`config.mk`:
```
export PLATFORM = sky130hd
export DESIGN_NAME = irq_gateway
export DESIGN_NICKNAME = d
export VERILOG_FILES = /design/src/rtl/irq_gateway.sv
export SDC_FILE = /design/constraint.sdc
export NUM_CORES = 1
export LEC_CHECK = 0
export BUFFER_PORTS_ARGS = -buffer_cell sky130_fd_sc_hd__buf_4
export CORE_MARGIN = 2
export CORE_UTILIZATION = 36
export CTS_CLUSTER_SIZE = 20
export DETAILED_ROUTE_END_ITERATION = 16
export SYNTH_ARGS = -nofsm -noshare
export SYNTH_HDL_FRONTEND = slang
export SYNTH_SLANG_ARGS = --single-unit
```
`constraint.sdc`:
```
create_clock -name clk -period 2.1 [get_ports clk]
set_clock_uncertainty 0.15 [all_clocks]
set_input_delay 0.21 -clock clk [delete_from_list [all_inputs] [get_ports clk]]
set_output_delay 0.21 -clock clk [all_outputs]
set_load 0.02 [all_outputs]
```
`src/rtl/irq_gateway.sv`:
```
// irq_gateway: per-source interrupt gateway in front of the PLIC.
// Synchronizes raw pins, detects level or rising-edge requests, holds each
// request pending until claimed, blocks the source until completion, and
// queues edges that arrive while blocked in a saturating per-source counter.
module irq_gateway #(
  parameter int unsigned NUM         = 4,
  parameter int unsigned IDW         = 3,
  parameter int unsigned SYNC_STAGES = 2,
  parameter int unsigned CW          = 3
) (
  input  logic             clk,
  input  logic             rst,
  input  logic [NUM-1:0]   src_irq,
  input  logic [NUM-1:0]   en_i,
  input  logic [NUM-1:0]   edge_i,
  input  logic             claim_valid,
  input  logic [IDW-1:0]   claim_id,
  input  logic             complete_valid,
  input  logic [IDW-1:0]   complete_id,
  output logic [NUM-1:0]   irq_o,
  output logic [NUM-1:0]   ovf_o,
  input  logic [NUM-1:0]   ovf_clr
);

  localparam logic [CW-1:0] CNT_MAX = {CW{1'b1}};

  typedef enum logic [1:0] {
    ST_IDLE    = 2'd0,
    ST_PENDING = 2'd1,
    ST_CLAIMED = 2'd2
  } state_t;

  logic [NUM-1:0] r_sync [SYNC_STAGES];
  logic [NUM-1:0] r_prev;
  state_t         r_state     [NUM];
  state_t         w_state_nxt [NUM];
  logic [CW-1:0]  r_cnt       [NUM];
  logic [CW-1:0]  w_cnt_nxt   [NUM];
  logic [NUM-1:0] r_irq;
  logic [NUM-1:0] r_ovf;
  logic [NUM-1:0] w_irq_nxt;
  logic [NUM-1:0] w_ovf_set;
  logic [NUM-1:0] w_s;
  logic [NUM-1:0] w_edge_ev;
  logic [NUM-1:0] w_lvl_req;
  logic [NUM-1:0] w_claim_hit;
  logic [NUM-1:0] w_complete_hit;

  assign w_s       = r_sync[SYNC_STAGES-1];
  assign w_edge_ev = edge_i & w_s & ~r_prev;
  assign w_lvl_req = ~edge_i & w_s;

  assign irq_o = r_irq;
  assign ovf_o = r_ovf;

  // Input synchronizer chain plus one-cycle history for edge detection.
  always_ff @(posedge clk or posedge rst) begin
    if (rst) begin
      for (int k = 0; k < SYNC_STAGES; k++) begin
        r_sync[k] <= '0;
      end
      r_prev <= '0;
    end else begin
      r_sync[0] <= src_irq;
      for (int k = 1; k < SYNC_STAGES; k++) begin
        r_sync[k] <= r_sync[k-1];
      end
      r_prev <= w_s;
    end
  end

  // Per-source next state, edge-counter update and overflow detection.
  always_comb begin
    w_ovf_set      = '0;
    w_irq_nxt      = '0;
    w_claim_hit    = '0;
    w_complete_hit = '0;
    for (int i = 0; i < NUM; i++) begin
      w_state_nxt[i]    = r_state[i];
      w_cnt_nxt[i]      = r_cnt[i];
      w_claim_hit[i]    = claim_valid && (claim_id == IDW'(i + 1));
      w_complete_hit[i] = complete_valid && (complete_id == IDW'(i + 1));

      case (r_state[i])
        ST_IDLE: begin
          if (en_i[i] && (w_lvl_req[i] || w_edge_ev[i] || (r_cnt[i] != '0))) begin
            w_state_nxt[i] = ST_PENDING;
            // A queued edge is consumed only when no fresh request covers this exit.
            if (!w_lvl_req[i] && !w_edge_ev[i]) begin
              w_cnt_nxt[i] = r_cnt[i] - CW'(1);
            end
          end
        end
        ST_PENDING: begin
          if (w_claim_hit[i]) begin
            w_state_nxt[i] = ST_CLAIMED;
          end else if (!en_i[i]) begin
            w_state_nxt[i] = ST_IDLE;
          end
        end
        ST_CLAIMED: begin
          if (w_complete_hit[i]) begin
            w_state_nxt[i] = ST_IDLE;
          end
        end
        default: begin
          w_state_nxt[i] = ST_IDLE;
        end
      endcase

      // Edges arriving while the source is busy are queued; disabled edges are dropped.
      if (w_edge_ev[i] && en_i[i] && (r_state[i] != ST_IDLE)) begin
        if (r_cnt[i] == CNT_MAX) begin
          w_ovf_set[i] = 1'b1;
        end else begin
          w_cnt_nxt[i] = r_cnt[i] + CW'(1);
        end
      end

      if (!edge_i[i]) begin
        w_cnt_nxt[i] = '0;
      end

      w_irq_nxt[i] = (w_state_nxt[i] == ST_PENDING);
    end
  end

  // FSM state, counters, request outputs and sticky overflow flags.
  always_ff @(posedge clk or posedge rst) begin
    if (rst) begin
      for (int i = 0; i < NUM; i++) begin
        r_state[i] <= ST_IDLE;
        r_cnt[i]   <= '0;
      end
      r_irq <= '0;
      r_ovf <= '0;
    end else begin
      for (int i = 0; i < NUM; i++) begin
        r_state[i] <= w_state_nxt[i];
        r_cnt[i]   <= w_cnt_nxt[i];
      end
      r_irq <= w_irq_nxt;
      r_ovf <= w_ovf_set | (r_ovf & ~ovf_clr);
    end
  end

endmodule

```
Word-level counts from Yosys, hierarchy flattened:

Index checks and enable logic that the tools add are counted.

* eq/ne operators: 24
* bitwise logic cells: 8
* add/subtract/negate cells: 8
* muxes and demuxes: 52
* reduce and logical (&&, ||, !) cells: 52

Operator list (number)
* 3-bit 2-to-1 mux: 24
* 2-bit 2-to-1 mux: 16
* 1-bit logical AND: 24
* 2-bit case mux with 3 select lines: 4
* 3-bit == test (second input constant): 6
* 4-bit AND: 4
* 2-bit by 1-bit == test with 1-bit output (second input constant): 8
* 3-bit by 1-bit adder with 3-bit output (second input constant): 4
* 3-bit by 2-bit == test with 1-bit output (second input constant): 4
* 4-bit inverter: 3
* 3-bit nonzero test: 4
* 3-bit by 1-bit subtractor with 3-bit output (second input constant): 4
* 2-bit == test (second input constant): 4
* 1-bit logical NOT: 8
* 2-bit logical NOT: 4
* 1-bit logical OR: 8
* 1-bit 2-to-1 mux: 8
* 2-bit nonzero test: 4
* 3-bit by 1-bit == test with 1-bit output (second input constant): 2
* 4-bit OR: 1

* output and inout bits: 8
* bits of input ports: 26
* flip-flop bits (word level): 40
* word-level logic and storage cells: 157

Longest topological paths before layout:

Gate-level depths: netlist (run 1).

* depth after elaboration: 10
* depth in mapped cells: 6
* mapped depth without buffers: 6

Worst setup path before layout (run 1):

No wires, ideal clock.

* kind: register -> register
* start point: reg r_cnt[0] in the netlist's numbering
* end point: reg r_cnt[1] in the netlist's numbering
* path slack: 0.182 ns
* stages on the path, launching flop included: 7
* data arrival time: 1.644 ns
* clock period less this slack: 1.918 ns
* data required time: 1.826 ns
* path buffers: 0
* setup time: 0.124 ns
* path through: dfrtp_1 > inv_1 > ha_1 > nor2b_1 > or4_4 > and3_1 > o31a_1

RTL lines
* start: declaration: RTL line 37 `logic [CW-1:0] r_cnt [NUM];`
* start signal: indexed assignment: RTL line 140 `r_cnt[i] <= w_cnt_nxt[i];`

==> summary.txt, run 1 <==
Run status
  • Status: completed

Final layout
  • Final core occ: 46.43%
  • Final Cell Area: 2541 µm²
  • Reg area: 1001 µm²
  • NumNets Final: 284
  • N_diodes: 0
  • Fin cells: 314
  • Area occupied by multi-input gates: 952.2 µm²
  • Fill count: 538
  • Area growth, synth to finish: 25.76%
  • Layout cells sized above 1: 20.25%

Yosys
  • Most common cell in the synthesized netlist: dfrtp_1
  • Mapped cell area: 2021 µm²
  • Area contributors post-synth: dfrtp_1 (50%), ha_1 (9.9%), o21ai_0 (4.0%)
  • Most instantiated cells after synthesis: dfrtp_1 (40), inv_1 (18), ha_1 (16), o21ai_0 (16), nor2_1 (14)
  • Seq cells post-synth: 40
  • Mapped Nets: 235
  • Yosys cell types: 35
  • Avg Inst Size Synth: 10.47 µm²
  • Cell taking the most area after synthesis: dfrtp_1
  • Post-synthesis sequential area ratio: 49.54%
  • Post-synth ARST share: 100.0%
  • Syn Inst Count: 193
  • Yosys Warn Count: 0
  • Share of the synthesized area in the top cell type: 49.54%
  • Number of enable flip-flop cells after synthesis: 0
  • Synth Flop Type: dfrtp_1

Hold path
  • Hold path start: edge_i[3]
  • Worst hold path class: primary input to flop

Floorplan
  • Core Footprint: 5473 µm²
  • Die Footprint: 6228 µm²
  • Initial core utilization: 36.92%
  • Site Rows: 27
  • Die Y: 78.92 µm
  • Ports: 34
  • Die X: 78.92 µm

Timing
  • Post-layout min period: 1.986 ns
  • Max Slew Vio Count: 0
  • Final worst-path cycle share: 94.56%
  • Worst hold slack: 0.03208 ns
  • Final Hold Fails: 0
  • Setup_tns: 0 ns
  • Fmax: 503.6 MHz
  • Measured slew at the worst slew-check pin: 0.5008 ns
  • Worst slew margin: 66.62%
  • RSZ-0062 raised after global routing: false
  • Final Setup Violations: 0

Setup path
  • Max stage delay on crit path: 0.54 ns
  • Worst path slowest cell: or4_4
  • R2r startpoint: r_cnt[0]
  • Critical path type: flop to flop
  • Top fanout value on the critical path: 4
  • Crit path launch: r_cnt[0]
  • Crit path launch type: flop
  • WP data required: 2.13 ns
  • Crit path capture type: flop
  • WP data arrival: 2.02 ns
  • CP Cell Sequence: inv_2 -> ha_2 -> nor2b_1 -> or4_4 -> and3_1 -> o31a_1

Clock network
  • Clock Tree Root: clkbuf_8
  • CTS tree: yes
  • Longest Clk Path Bufs: 2
  • Setup bufs post-CTS: 0
  • Clock Latency Late Sink: 0.29 ns
  • TritonCTS buffer count: 5
  • H-Tree Depth: 2
  • Register clock-pin slew on the reported worst setup and hold paths: 0.08 ns
  • TritonCTS Sinks: 40

Global routing
  • Global Route met3 Usage: 4.091%
  • Met1 usage: 16.92%
  • Largest net degree at the start of global routing: 41
  • Most Crowded Layer GR: met2
  • First-pass GRT wire length: 6693 µm
  • Total gr overflow: 0
  • Vias in the first global route: 1531
  • Global Route Usage Sum: 13.67%
  • Initial antenna violation count: 0
  • Met2 Use GR: 22.82%

Drt
  • Routed wire per std cell: 12.27 µm
  • Vias after detailed routing: 1538
  • 1st-iter DRT viols: 77
  • Final ANT Viol Nets: 0
  • Total Routed Length: 3854 µm
  • Via/cell ratio: 4.898
  • Post-route DRC: 0
  • DRT Pass-1 Iters: 3

Power
  • Pleak: 1.181 nW
  • Reg power frac: 52.9%
  • Peak supply drop: 0.0003319 V
  • Clock power frac: 29.9%
  • Sw Share: 27.15%
  • Int Pwr: 0.001188 W
  • Power share of the combinational group: 17.3%
  • Power per cell area: 642.0 nW/µm²
  • Net Switching: 0.0004429 W

Placement
  • Buffers on Ports: 33
  • Global placer's final weighted congestion: 0.7813
  • Post-DP Area: 2365 µm²
  • Placed insts: 298
  • HPWL Detailed: 2817 µm

Run
  • Max Cap Violations: 0
[per-layer routing]
metal / routed length, µm / vias to the layer above
met2: 1827 / 25
met1: 1782 / 723
met5: 0 / -
met4: 67 / 0
li1: - / 782
met3: 177 / 8
[layout make-up]
| cell class | instances | area share [%] |
|---|---|---|
| tap | 72 | 3.545 |
| clock inverter | 1 | 0.1969 |
| clock buffer | 6 | 2.856 |
| timing repair buffer | 44 | 13.88 |
| inverter | 18 | 2.659 |
| multi-input combinational | 133 | 37.47 |
| sequential | 40 | 39.39 |
[cells in the final DEF (no fill, tap or decap), drive strengths merged, types with 3 or more instances in the layout]
cell type / instances
dlygate4sd3: 9
mux2i: 4
and3b: 3
buf: 35
nor4b: 3
nor2: 14
nand4: 4
o22ai: 3
a21oi: 8
dfrtp: 40
nor3: 3
nor2b: 5
o21ai: 16
a21boi: 4
or3: 5
inv: 18
nand2: 7
nand4b: 6
nor3b: 9
nand2b: 4
clkbuf: 6
ha: 16
[metrics by stage]
| stage | setup slack [ns] | power (W) |
|---|---|---|
| 2_1_floorplan | 0.1825 | 0.001037 |
| 3_3_place_gp | 0.1447 | 0.001140 |
| 3_5_place_dp | 0.09039 | 0.001145 |
| 4_1_cts | 0.07674 | 0.001655 |
| 5_1_grt | 0.01286 | 0.001729 |
| 6_report | 0.1142 | 0.001631 |
[power groups by stage]
stage	sequential [W]	combinational [W]	clock, W
floorplan	0.000880	0.000157	0
global placement	0.000875	0.000265	0
detailed placement	0.000877	0.000267	0
CTS	0.000862	0.000282	0.000510
global route	0.000871	0.000319	0.000539
finish	0.000862	0.000282	0.000487
[worst max-delay path: cells and delay by family (launching register included)]
| family | cells | cell delay (ns) |
|---|---|---|
| and+or+nand+nor | 3 | 0.88 |
| DFF | 1 | 0.38 |
| AOI/OAI and AO/OA | 1 | 0.23 |
| adders and majority gates | 1 | 0.18 |
| buffers and inverters | 1 | 0.06 |
[repair_timing]
action	4_1_cts	5_1_grt
endpoints found under the setup margin	0	2
hold buffers	9	0
hold endpoints to repair	48	0
resized for setup	0	3
[cells by family (layout without fill, tap and decap cells)]
logic type | count (synthesis) | count (layout) | synth area share, %
AOI/OAI and AO/OA | 37 | 37 | 10.96
adders and majority gates | 16 | 16 | 9.907
buffers and inverters | 20 | 69 | 3.776
DFF | 40 | 40 | 49.54
muxes | 6 | 6 | 3.096
and+or+nand+nor | 74 | 74 | 22.72
[final timing paths]
path	cells after the start	end	slack, ns
worst max-delay path	6	r_cnt[1]	0.11
worst min-delay path	2	r_cnt[1]	0.03
worst min register to register	0	w_s[3]	0.20
min in group asynchronous	4	r_sync[6]	0.45
max in group asynchronous	4	r_cnt[9]	1.00
worst max register to register	6	r_cnt[1]	0.11
[state kept, by name (all words and copies together), names as in the netlist]
name	count
r_prev	4
r_sync	4
r_state	8
irq_o	4
ovf_o	4
w_s	4
r_cnt	12
(Power assumes the default switching activity.)
==> run 2, diff against run 1 <==
--- a/config.mk
+++ b/config.mk
@@ -10,6 +10,7 @@
 export CORE_UTILIZATION = 36
 export CTS_CLUSTER_SIZE = 20
 export DETAILED_ROUTE_END_ITERATION = 16
+export RECOVER_POWER = 100
 export SYNTH_ARGS = -nofsm -noshare
 export SYNTH_HDL_FRONTEND = slang
 export SYNTH_SLANG_ARGS = --single-unit
==> constraint.sdc (replaced) <==
create_clock -name clk -period 2.3 [get_ports clk]
set_clock_uncertainty 0.15 [all_clocks]
set_input_delay 0.23 -clock clk [delete_from_list [all_inputs] [get_ports clk]]
set_output_delay 0.23 -clock clk [all_outputs]
set_load 0.02 [all_outputs]
==> summary.txt, run 2 (synthesized netlist as in run 1, its figures left out) <==
Clock network
  • Cts hold-fix bufs: 9 (unchanged)
  • Setup bufs post-CTS: 0 (unchanged)
  • Gates resized, CTS repair: 0 (unchanged)
  • Clock Tree Root: clkbuf_8
  • TritonCTS buffer count: 5 (unchanged)
  • Longest Clk Path Bufs: 2 (unchanged)
  • Register clock-pin slew on the reported worst setup and hold paths: 0.07 ns (about the same)
  • TritonCTS Sinks: 40 (unchanged)
  • Clock Latency Late Sink: 0.29 ns (about the same)
  • CTS tree: yes
  • H-Tree Depth: 2 (unchanged)

Final layout
  • Final core occ: 45.47% (-0.96 points)
  • Max reg flops: 12 (unchanged)
  • N_diodes: 0 (unchanged)
  • Largest regs: r_cnt: 12 flops, r_state: 8 flops
  • Fin cells: 313 (-0.32%)
  • Layout cells sized above 1: 14.94% (-5.3 points)
  • Most frequent cells in the layout: dfrtp_1 (40), buf_4 (20), inv_1 (18)
  • Largest Register: r_cnt
  • Most common cell after layout, fill and taps aside: dfrtp_1
  • NumNets Final: 283 (-0.35%)
  • Area growth, synth to finish: 23.16%

Hold path
  • Hold Crit Depth: 2 (unchanged)
  • Hold path start: edge_i[3]
  • Hold endpoint: r_cnt[1]
  • Worst hold path class: primary input to flop

Setup path
  • Worst path slowest cell: or4_1
  • Crit path capture type: flop
  • Top fanout value on the critical path: 4 (unchanged)
  • FF-to-FF path depth: 6 (unchanged)
  • R2r startpoint: r_cnt[0]
  • Flop2flop setup slack: 0.26 ns (+0.15 ns)
  • WP data arrival: 2.07 ns (+0.05 ns)
  • Crit path launch: r_cnt[0]
  • CP Cell Sequence: inv_1 -> ha_1 -> nor2b_1 -> or4_1 -> and3_1 -> o31a_1
  • Worst r2r dst: r_cnt[1]
  • Critical path type: flop to flop
  • Max stage delay on crit path: 0.57 ns (+0.03 ns)
  • Crit path launch type: flop
  • WP data required: 2.33 ns (+0.20 ns)

Floorplan
  • Initial core utilization: 36.92% (unchanged)
  • Die Y: 78.92 µm (unchanged)
  • Core Footprint: 5473 µm² (unchanged)
  • Site Rows: 27 (unchanged)
  • Die X: 78.92 µm (unchanged)
  • Ports: 34 (unchanged)
  • Die Footprint: 6228 µm² (unchanged)

Placement
  • Setup slack at placement: 0.2865 ns (+0.1961 ns)
  • Placed insts: 297 (-0.34%)
  • HPWL Detailed: 2895 µm (+2.8%)
  • Buffers on Ports: 33 (unchanged)
  • Global placer's final weighted congestion: 0.7819 (about the same)

Power
  • Power share of the combinational group: 16.5% (-0.8 points)
  • Sw Share: 26.71% (-0.44 points)
  • Peak supply drop: 0.0002767 V (-17%)
  • Reg power frac: 53.7% (+0.8 points)
  • Power per cell area: 588.4 nW/µm² (-8.3%)
  • Clock power frac: 29.8% (about the same)
  • Pleak: 1.140 nW (-3.5%)
  • Net Switching: 0.0003911 W (-12%)
  • Int Pwr: 0.001073 W (-9.7%)

Timing
  • Worst slew margin: 33.71% (-33 points)
  • Setup_tns: 0 ns (unchanged)
  • Post-layout min period: 2.040 ns (+0.05418 ns)
  • Final worst-path cycle share: 88.69% (-5.9 points)
  • RSZ-0062 raised after global routing: false
  • Final Setup Violations: 0 (unchanged)
  • Fmax: 490.2 MHz (-2.7%)
  • Worst hold slack: 0.05441 ns (+0.02233 ns)
  • Final setup margin: 0.2600 ns (+0.1458 ns)
  • Max Slew Vio Count: 0 (unchanged)
  • Final Hold Fails: 0 (unchanged)
  • Measured slew at the worst slew-check pin: 0.9943 ns (+0.4935 ns)

Drt
  • Final ANT Viol Nets: 0 (unchanged)
  • Routed wire per std cell: 12.21 µm (-0.51%)
  • Vias after detailed routing: 1534 (-0.26%)
  • Total Routed Length: 3822 µm (-0.83%)
  • DRT Pass-1 Iters: 4 (+1)
  • Via/cell ratio: 4.901 (about the same)
  • 1st-iter DRT viols: 62 (-19%)
  • Post-route DRC: 0 (unchanged)

Run
  • Max Cap Violations: 0 (unchanged)

Global routing
  • Initial antenna violation count: 0 (unchanged)
  • Global Route Usage Sum: 14.20% (+0.52 points)
  • First-pass GRT wire length: 6955 µm (+3.9%)
  • Largest net degree at the start of global routing: 41 (unchanged)
  • Vias in the first global route: 1568 (+2.4%)
  • Total gr overflow: 0 (unchanged)

Run status
  • Status: completed
-- run 2: worst max path at each step --
stage	endpoint	cells past startpoint	slack, ns
6_report	r_cnt[1]	6	0.26
4_1_cts	r_cnt[4]	6	0.28
3_3_place_gp	r_cnt[1]	6	0.35
2_1_floorplan	r_cnt[1]	6	0.38
5_1_grt	r_cnt[4]	6	0.11
3_5_place_dp	r_cnt[4]	6	0.29
-- run 2: final cells by class --
type,instances,area [µm²]
fill,557,2984
sequential,40,1001
multi-input combinational,133,939.7
timing repair buffer,43,312.8
tap,72,90.09
clock buffer,6,72.57
inverter,18,67.56
clock inverter,1,5.005
-- run 2: power groups by stage --
stage	Clock (W)	Sequential [W]	Combinational [W]
after global routing	0.000505	0.000795	0.000278
after floorplan	0	0.000803	0.000144
after global placement	0	0.000799	0.000240
final	0.000436	0.000787	0.000242
after detailed placement	0	0.000802	0.000242
after CTS	0.000466	0.000788	0.000256
-- run 2: worst max-delay path, delay by kind of cell, from the launching register on --
family,cells,cell delay [ns]
AND/OR/NAND/NOR,3,0.91
flip-flops,1,0.35
AO/OA/AOI/OAI,1,0.23
adder cells (fa/ha/maj),1,0.21
buffers and inverters,1,0.08
-- run 2: per-stage QoR --
stage                     cell area, µm²  power (W)
after global placement              2357   0.001040
after detailed placement            2357   0.001044
after CTS                           2525   0.001510
final                               2489   0.001464
after floorplan                     2021  0.0009468
after global routing                2489   0.001578
-- run 2: layer usage --
metal | up-vias | global-route usage (%) | share of wire [%]
li1 | 784 | - | -
met1 | 719 | 17.76 | 47
met2 | 25 | 23.25 | 48
met3 | 6 | 4.318 | 4.2
met4 | 0 | 5.172 | 1.5
met5 | - | 0 | 0
==> run 3, diff against run 2 <==
--- a/config.mk
+++ b/config.mk
@@ -11,6 +11,7 @@
 export CTS_CLUSTER_SIZE = 20
 export DETAILED_ROUTE_END_ITERATION = 16
 export RECOVER_POWER = 100
+export SLEW_MARGIN = 10
 export SYNTH_ARGS = -nofsm -noshare
 export SYNTH_HDL_FRONTEND = slang
 export SYNTH_SLANG_ARGS = --single-unit
==> constraint.sdc (replaced) <==
create_clock -name clk -period 1.8 [get_ports clk]
set_clock_uncertainty 0.15 [all_clocks]
set_input_delay 0.18 -clock clk [delete_from_list [all_inputs] [get_ports clk]]
set_output_delay 0.18 -clock clk [all_outputs]
set_load 0.02 [all_outputs]
==> summary.txt, run 3 (synthesized netlist as in run 1, its figures left out) <==
Floorplan
  • Die X: 78.92 µm (unchanged)
  • Site Rows: 27 (unchanged)
  • Die Footprint: 6228 µm² (unchanged)
  • Ports: 34 (unchanged)
  • Core Footprint: 5473 µm² (unchanged)
  • Die Y: 78.92 µm (unchanged)
  • Initial core utilization: 36.92% (unchanged)

Clock network
  • Clock Latency Late Sink: 0.28 ns (about the same)
  • Register clock-pin slew on the reported worst setup and hold paths: 0.07 ns (about the same)
  • Longest Clk Path Bufs: 2 (unchanged)
  • TritonCTS Sinks: 40 (unchanged)
  • TritonCTS buffer count: 5 (unchanged)
  • H-Tree Depth: 2 (unchanged)
  • Clock Tree Root: clkbuf_8
  • CTS tree: yes

Setup path
  • Crit path capture type: flop
  • Crit path launch: r_cnt[0]
  • Top fanout value on the critical path: 3 (-1)
  • R2r startpoint: r_cnt[0]
  • WP data arrival: 1.84 ns (-0.23 ns)
  • Worst path slowest cell: or4_4
  • Max stage delay on crit path: 0.43 ns (-0.14 ns)
  • CP Cell Sequence: inv_2 -> ha_4 -> nor2b_4 -> or4_4 -> and3_4 -> o31a_1
  • Critical path type: flop to flop
  • WP data required: 1.82 ns (-0.51 ns)
  • Crit path launch type: flop
  • Flop2flop setup slack: -0.01 ns (-0.27 ns)

Final layout
  • Layout cells sized above 1: 28.46% (+14 points)
  • Largest regs: r_cnt: 12 flops, r_state: 8 flops
  • N_diodes: 0 (unchanged)
  • Final core occ: 50.69% (+5.2 points)
  • Most frequent cells in the layout: dfrtp_1 (40), buf_4 (36), inv_1 (15)
  • Area occupied by multi-input gates: 1075 µm² (+14%)
  • Area growth, synth to finish: 37.28%
  • Largest Register: r_cnt
  • Reg area: 1001 µm² (unchanged)
  • Max reg flops: 12 (unchanged)
  • NumNets Final: 301 (+6.4%)
  • Most common cell after layout, fill and taps aside: dfrtp_1
  • Fill count: 526 (-5.6%)

Timing
  • Final worst-path cycle share: 100.8% (+12 points)
  • Final Setup Violations: 1 (+1)
  • Measured slew at the worst slew-check pin: 1.000 ns (+0.006126 ns)
  • Final setup margin: -0.01477 ns (-0.2748 ns)
  • Final Hold Fails: 0 (unchanged)
  • Post-layout min period: 1.815 ns (-0.2252 ns)
  • Max Slew Vio Count: 0 (unchanged)
  • Worst hold slack: 0.01920 ns (-0.03521 ns)
  • Setup_tns: -0.01477 ns (-0.01477 ns)
  • Fmax: 551.0 MHz (+12%)
  • Worst slew margin: 33.30% (-0.41 points)
  • RSZ-0062 raised after global routing: true

Power
  • Power per cell area: 723.3 nW/µm² (+23%)
  • Pleak: 1.266 nW (+11%)
  • Peak supply drop: 0.0005206 V (+88%)

Drt
  • Vias after detailed routing: 1578 (+2.9%)
  • Via/cell ratio: 4.753 (-3.0%)
  • Total Routed Length: 4273 µm (+12%)
  • 1st-iter DRT viols: 82 (+32%)
  • Final ANT Viol Nets: 0 (unchanged)
  • Post-route DRC: 0 (unchanged)
  • DRT Pass-1 Iters: 4 (unchanged)
  • Routed wire per std cell: 12.87 µm (+5.4%)

Run
  • Max Cap Violations: 0 (unchanged)

Run status
  • Status: finished, violations left
  • Failing checks: negative setup slack

Global routing
  • Largest net degree at the start of global routing: 41 (unchanged)
  • Global Route Usage Sum: 14.73% (+0.54 points)
  • Total gr overflow: 0 (unchanged)
  • Initial antenna violation count: 0 (unchanged)
  • Vias in the first global route: 1610 (+2.7%)
  • First-pass GRT wire length: 7189 µm (+3.4%)

Placement
  • HPWL Detailed: 2933 µm (+1.3%)
  • Buffers on Ports: 33 (unchanged)
  • Global placer's final weighted congestion: 0.8523 (+9.0%)

Hold path
  • Worst hold path class: primary input to flop
  • Hold path start: edge_i[2]
==> run 3: changes by cell type in the layout (fill, tap and decap cells not counted), sizes merged <==
cell / delta
buf: +16
clkbuf: +3
clkinv: -1
dlygate4sd3: +1
==> run 3: power breakdown <==
part           leakage (nW)  internal, W  switching, W
clock network        0.0455     0.000313      0.000290
logic                 0.702     0.000203      0.000193
registers             0.518     0.000957     0.0000507
==> run 3: final cells by class <==
class	instances	area share, %
Clock buffer	8	3.248
Multi-Input combinational cell	133	38.75
Sequential cell	40	36.08
Tap cell	72	3.248
Timing Repair Buffer	61	16.24
Inverter	18	2.436
==> run 3: layer usage <==
metal  share of wire [%]  track usage (%)
met5                   0                0
met4                 1.4            5.517
met3                 6.2            4.773
met2                  45            22.31
met1                  48            19.75
==> run 3: worst paths after layout <==
check | endpoint | cells past startpoint
max in group asynchronous | r_state[6] | 4
hold / removal | r_cnt[5] | 3
hold reg to reg | w_s[3] | 0
min in group asynchronous | r_sync[6] | 4
setup reg to reg | r_cnt[1] | 6
setup / recovery | r_cnt[1] | 6
==> run 3: what timing repair did <==
item	CTS	global route
pin swaps	3	5
buffers inserted	3	0
gates resized for setup	10	21
hold endpoints to repair	48	1
hold buffers	9	1
setup endpoints to repair	5	9
==> run 3: worst max-delay path: cells and delay by family, from the launching register on <==
family	cells	cell delay, ns
fa+ha+maj	1	0.16
flops	1	0.38
simple gates	3	0.72
compound gates	1	0.23
buf+inv	1	0.07
==> run 3: stage by stage <==
step                power [W]  instance area, µm²  instances  setup slack, ns
finish               0.002006                2774        332         -0.01477
global route         0.002138                2774        332         -0.08143
CTS                  0.002028                2738        331         -0.04292
detailed placement   0.001368                2495        311          -0.1231
global placement     0.001366                2495        311         -0.03275
floorplan            0.001216                2053        193        -0.006040
